$ cat src/rtl/arith_pkg.sv
// arith_pkg: shared FSM states, default operand width and counter sizing for the arithmetic blocks
package arith_pkg;
  typedef enum logic [1:0] {IDLE, CALC, DONE} state_t;
  localparam int DEF_WIDTH = 4;
  function automatic int cnt_w(input int w);
    return $clog2(w + 1);
  endfunction
endpackage

$ cat src/rtl/div_step.sv
// div_step: one combinational restoring-division step
module div_step #(
  parameter int WIDTH = 4
) (
  input  logic [WIDTH-1:0] r,
  input  logic [WIDTH-1:0] q,
  input  logic [WIDTH-1:0] y,
  output logic [WIDTH-1:0] r_next,
  output logic [WIDTH-1:0] q_next
);
  logic [WIDTH:0] rs, diff;
  logic ge;
  assign rs = {r, q[WIDTH-1]};
  assign diff = rs - {1'b0, y};
  assign ge = !diff[WIDTH];
  assign r_next = ge ? diff[WIDTH-1:0] : rs[WIDTH-1:0];
  assign q_next = {q[WIDTH-2:0], ge};
endmodule

$ cat src/rtl/seq_divider.sv
// seq_divider: multi-cycle restoring divider with start/done handshake; SIGNED_DIV_EN selects two's-complement operands
module seq_divider
  import arith_pkg::*;
#(
  parameter int WIDTH = DEF_WIDTH
) (
  input  logic               clk,
  input  logic               rst_n,
  input  logic               start,
  input  logic [WIDTH-1:0]   X,
  input  logic [WIDTH-1:0]   Y,
  output logic               busy,
  output logic               done,
  output logic [WIDTH-1:0]   quotient,
  output logic [WIDTH-1:0]   remainder,
  output logic [2*WIDTH-1:0] out,
  output logic               div_by_zero
);
  localparam int CW = cnt_w(WIDTH);
  state_t state, nxt;
  logic [WIDTH-1:0] r, q, yr, r_n, q_n, xm, ym, qf, rf;
  logic [CW-1:0] cnt;
  logic acc, last, yz;
  assign yz = Y == '0;
  assign acc = start && state != CALC;
  assign last = state == CALC && cnt == CW'(WIDTH - 1);
  assign out = {remainder, quotient};
  div_step #(.WIDTH(WIDTH)) u_step (.r(r), .q(q), .y(yr), .r_next(r_n), .q_next(q_n));
`ifdef SIGNED_DIV_EN
  logic sx, sy;
  assign xm = X[WIDTH-1] ? -X : X;
  assign ym = Y[WIDTH-1] ? -Y : Y;
  assign qf = (sx ^ sy) ? -q_n : q_n;
  assign rf = sx ? -r_n : r_n;
  always_ff @(posedge clk)
    if (!rst_n) {sx, sy} <= '0;
    else if (acc) {sx, sy} <= {X[WIDTH-1], Y[WIDTH-1]};
`else
  assign xm = X;
  assign ym = Y;
  assign qf = q_n;
  assign rf = r_n;
`endif
  always_ff @(posedge clk)
    if (!rst_n) state <= IDLE;
    else state <= nxt;
  always_comb
    nxt = acc ? (yz ? DONE : CALC) : state == CALC ? (last ? DONE : CALC) : IDLE;
  always_comb begin
    busy = state == CALC;
    done = state == DONE;
  end
  always_ff @(posedge clk)
    if (!rst_n) begin
      {r, q, yr, cnt} <= '0;
      {quotient, remainder, div_by_zero} <= '0;
    end else if (acc) begin
      r <= '0;
      q <= xm;
      yr <= ym;
      cnt <= '0;
      div_by_zero <= yz;
      if (yz) begin
        quotient <= '1;
        remainder <= X;
      end
    end else if (state == CALC) begin
      r <= r_n;
      q <= q_n;
      cnt <= cnt + 1'b1;
      if (last) begin
        quotient <= qf;
        remainder <= rf;
      end
    end
endmodule

$ cat config.mk
export PLATFORM = sky130hd
export DESIGN_NAME = seq_divider
export DESIGN_NICKNAME = d
export VERILOG_FILES = /design/src/rtl/arith_pkg.sv /design/src/rtl/div_step.sv /design/src/rtl/seq_divider.sv
export SDC_FILE = /design/constraint.sdc
export NUM_CORES = 1
export LEC_CHECK = 0
export ABC_AREA = 0
export CAP_MARGIN = 20
export CORE_ASPECT_RATIO = 0.8
export CORE_MARGIN = 2
export CORE_UTILIZATION = 30
export CTS_BUF_LIST = sky130_fd_sc_hd__clkbuf_4
export DETAILED_ROUTE_END_ITERATION = 7
export RECOVER_POWER = 25
export SYNTH_ARGS = -nofsm -noshare
export SYNTH_HDL_FRONTEND = slang
export SYNTH_SLANG_ARGS = --single-unit
$ cat constraint.sdc
create_clock -name clk -period 6.6 [get_ports clk]
set_input_delay 1.98 -clock clk [delete_from_list [all_inputs] [get_ports clk]]
set_output_delay 1.98 -clock clk [all_outputs]
set_load 0.05 [all_outputs]
Yosys cells after proc, flatten, opt, wreduce, memory -nomap -nowiden
Cells that the tools add are included.

Add/sub/neg operators: 2. $mul: 0. Divide/modulo/power cells: 0. Order comparisons: 0. Eq/ne operators: 5. Shifts and indexed selects: 0. Multiplexer cells: 15. Bitwise gates (word level): 1. Reduce and logical (&&, ||, !) cells: 8.

Operators by type and width (count): 2-to-1 mux 4 bit (11); 2-to-1 mux 2 bit (4); subtractor 5 x 4 -> 5 bit (1); logical NOT 4 bit (1); inequality test 2 x 1 -> 1 bit, second input constant (2); nonzero test 2 bit (2); adder 3 x 1 -> 3 bit, second input constant (1); equality test 3 x 2 -> 1 bit, second input constant (1); AND reduction 3 bit (1); equality test 2 x 1 -> 1 bit, second input constant (1); equality test 2 bit, second input constant (1); logical AND 1 bit (2); OR reduction 2 bit (1); logical NOT 1 bit (1); inverter 1 bit (1).

Register bits after elaboration: 26. Latch bits: 0. RAM bits: 0. ROM bits: 0. Output and inout bits: 19. Logic and storage cells: 39. Memories kept: 0.

Depth between registers and ports, before layout
Word-level depth: 5. Gate-level depth with buffers: 8. Gate-level depth less buffers: 8.

By module
Synthesis repeated with hierarchy kept, for this count alone.

Cells, all modules: 162. Area total of the unflattened synthesis: 1416.4 µm².

Modules (own cells, without submodules): seq_divider (times used 1, cells an instance 134, area an instance 1184.9 µm²); div_step (times used 1, cells an instance 28, area an instance 231.5 µm²).

Least setup slack after synthesis
No wires, ideal clock.

Path kind: input -> register. From: in Y[0]. To: reg remainder[3]. Library setup time: 0.091 ns. Arrival: 2.949 ns. Data required time: 6.509 ns. Slack: 3.560 ns. Stages on the path: 5. Cells stage by stage: nor4_4 > and3_2 > or2_2 > o21bai_1 > a311oi_1.

Word-level cells in the longest chain between the ends: 3.

RTL lines: from (decl) (RTL line seq_divider.sv:11) `input logic [WIDTH-1:0] Y,`; logical NOT 4 bit (RTL line seq_divider.sv:24) `assign yz = Y == '0;`; inequality test 2 x 1 -> 1 bit (no line); AND reduction 3 bit (no line); to (signal assigned) (RTL line seq_divider.sv:73) `remainder <= rf;`; to (decl) (RTL line seq_divider.sv:15) `output logic [WIDTH-1:0] remainder,`.

No other way between the ends. A chain may end at the register's enable or synchronous reset.

Worst setup path in the final report
From: reg state[1]. To: out busy.

Word-level cells in the longest chain between the ends: 1.

RTL lines: from (decl) (RTL line seq_divider.sv:20) `state_t state, nxt;`; from (signal assigned) (RTL line seq_divider.sv:46) `else state <= nxt;`; equality test 2 x 1 -> 1 bit (RTL line seq_divider.sv:50) `busy = state == CALC;`; to (decl) (RTL line seq_divider.sv:12) `output logic busy,`.

No other way between the ends.

==> metrics.md <==
| Metric | Value |
|---|---|
| Worst-path clk slew | `0.14 ns` |
| Final Max Tran Viols | `0` |
| Net count after synthesis | `161` |
| WP data required | `4.62 ns` |
| Post-CTS Resized | `0` |
| Synth area leaders | `dfxtp_1, ha_1, buf_4` |
| Max Cap Viol | `0` |
| Post-cts hold buffer count | `0` |
| Routed WL per cell | `13.8 um` |
| CTS buffer count | `3` |
| Share of cells above drive strength 1 | `8.70%` |
| Cell count after placement | `214` |
| Register area share after synthesis | `39.2%` |
| CTS tree | `yes` |
| # setup viols final | `0` |
| Main synth FF type | `dfxtp_1` |
| Fin cells | `218` |
| Most frequent cells in the layout | `clkdlybuf4s50_1, dfxtp_1, nand2_1` |
| Crit share post-route | `66.6%` |
| Leakage power | `0.587 nW` |
| Clock buffer depth | `2` |
| Synth async-reset ratio | `0%` |
| Hold Fails Final Rpt | `0` |
| Tightest Pin Transition | `0.674 ns` |
| Pin count of the biggest net entering global routing | `21` |
| Fillers | `420` |
| CP endpoint kind | `output port` |
| TNS Setup | `0 ns` |
| Num rows | `21` |
| Die Ht | `63.5 um` |
| Tmin final | `4.40 ns` |
| Crit path kind | `reg2out` |
| Total GRT Usage | `13.0%` |
| WL final | `3.00 mm` |
| Drt pass-1 iters | `4` |
| Pwr dens | `202 nW/um^2` |
| Yosys reg bits | `26` |
| DP HPWL | `2.36 mm` |
| Number of antenna violations at the first check in global routing | `0` |
| PortBufs | `29` |
| Area share of the largest cell type after synthesis | `39.2%` |
| Maximum fanout along the worst path | `20` |
| Htree depth | `1` |
| Fmax | `227 MHz` |
| Final Skew | `0.00450 ns` |
| Starting Density | `31.4%` |
| Core Region | `4230 sq um` |
| Synth-to-Final Area Change | `21.9%` |
| Status | `finished, final reports clean` |
| Most common cell after layout, fill and taps aside | `clkdlybuf4s50_1` |
| Routability Congestion | `0.829` |
| I/O pins | `30` |
| Yosys cell types | `37` |
| CP startpoint kind | `register` |
| Die Area | `4980 sq um` |
| Hold WC Path Type | `reg2reg` |
| Antenna Violating Nets Remaining | `0` |
| Post-Syn Area | `1330 sq um` |
| Synth Area per Inst | `9.29 sq um` |
| Vias | `1,054` |
| Antenna fix cells | `0` |
| DR iter-0 viols | `94` |
| Count of flip-flops with a built-in enable after synthesis | `0` |
| Congestion Overflow GR | `0` |
| Root Buffer | `clkbuf_4` |
| Final net count | `180` |
| Vias in the first global route | `1,037` |
| Slew HR | `55.0%` |
| VDD IR max | `0.118 mV` |
| Synth area leader | `dfxtp_1` |
| DIE WIDTH | `78.4 um` |
| Global-route wire length before repair | `5.18 mm` |
| Critical path arrival | `2.42 ns` |
| RSZ-0062 raised after global routing | `no` |
| Synth Warn # | `0` |
| Gate Count Post-Synth | `143` |
| Clock sink count | `26` |
| Setup Buffers After CTS | `0` |
| Post-DR vias/cell | `4.83` |
| DRC Markers | `0` |
| Worst-Skew Late Latency | `0.32 ns` |
through the flow:
stage | utilization, % | hold WS (ns) | power [W] | worst slack [ns] | area [sq um]
after global routing | 38.3 | 0.495 | 0.000347 | 2.04 | 1620
final | 38.3 | 0.474 | 0.000328 | 2.20 | 1620
after global placement | 37.8 | 0.454 | 0.000259 | 2.63 | 1600
after CTS | 38.5 | 0.475 | 0.000330 | 2.18 | 1630
after detailed placement | 37.8 | 0.456 | 0.000262 | 2.57 | 1600
after floorplan | - | 0.436 | 0.000238 | 3.56 | 1330
worst paths after layout:
kind         startpoint  slack [ns]  endpoint  depth (start not counted)
max            state[1]        2.20      busy                          3
min              cnt[1]        0.47    cnt[1]                          2
max reg2reg        q[3]        4.21      r[0]                          8
min reg2reg      cnt[1]        0.47    cnt[1]                          2
metal layers:
layer | share of wire (%) | routed length, um | track usage, % | vias up
met1 | 50 | 1510 | 19.2 | 496
li1 | - | - | - | 530
met2 | 44 | 1320 | 19.2 | 26
met4 | 0.47 | 14 | 1.97 | 0
met5 | 0 | 0 | 0 | -
met3 | 4.9 | 147 | 3.72 | 2
layout make-up:
type	instances	area (sq um)	share of cell area, %
sequential	26	520	32.1
inverter	8	30.0	1.85
tap	57	71.3	4.40
clock buffer	3	22.5	1.39
clock inverter	1	3.75	0.232
timing repair buffer	29	290	17.9
multi-input combinational	94	682	42.1
cell families after synthesis:
family          Yosys count  share of synthesized area (%)
compound gates           32                           18.7
xor+xnor                  4                           4.05
fa+ha+maj                 7                           7.16
buf+inv                  23                           9.04
flops                    26                           39.2
mux                       7                           5.46
simple gates             44                           16.4
worst max-delay path, stage by stage (launching register included):
cell and delay, ns:
dfxtp_1 0.34, nand2b_1 0.44, inv_1 0.44, clkdlybuf4s50_1 0.88
flip-flops by register name (all words and copies together), names as in the netlist:
| register | flops |
|---|---|
| q | 4 |
| quotient | 4 |
| r | 4 |
| remainder | 4 |
| yr | 4 |
| cnt | 3 |
| state | 2 |
| div_by_zero | 1 |
report_power, final:
part / internal (W) / total [W] / switching (W) / leakage, nW
sequential: 0.000165 / 0.000172 / 0.00000647 / 0.212
combinational: 0.0000363 / 0.0000865 / 0.0000501 / 0.360
clock: 0.0000222 / 0.0000695 / 0.0000474 / 0.0154
total: 0.000224 / 0.000328 / 0.000104 / 0.587
cells in the mapped netlist, drive strengths merged, types with 4 or more instances:
| cell type | instances |
|---|---|
| buf | 13 |
| dfxtp | 26 |
| nor2 | 13 |
| o22ai | 4 |
| nand3 | 5 |
| a211oi | 6 |
| inv | 8 |
| mux2i | 5 |
| ha | 6 |
| a21oi | 7 |
| o221a | 4 |
| nand2 | 15 |
No activity file was read; power rests on OpenSTA's default activity.
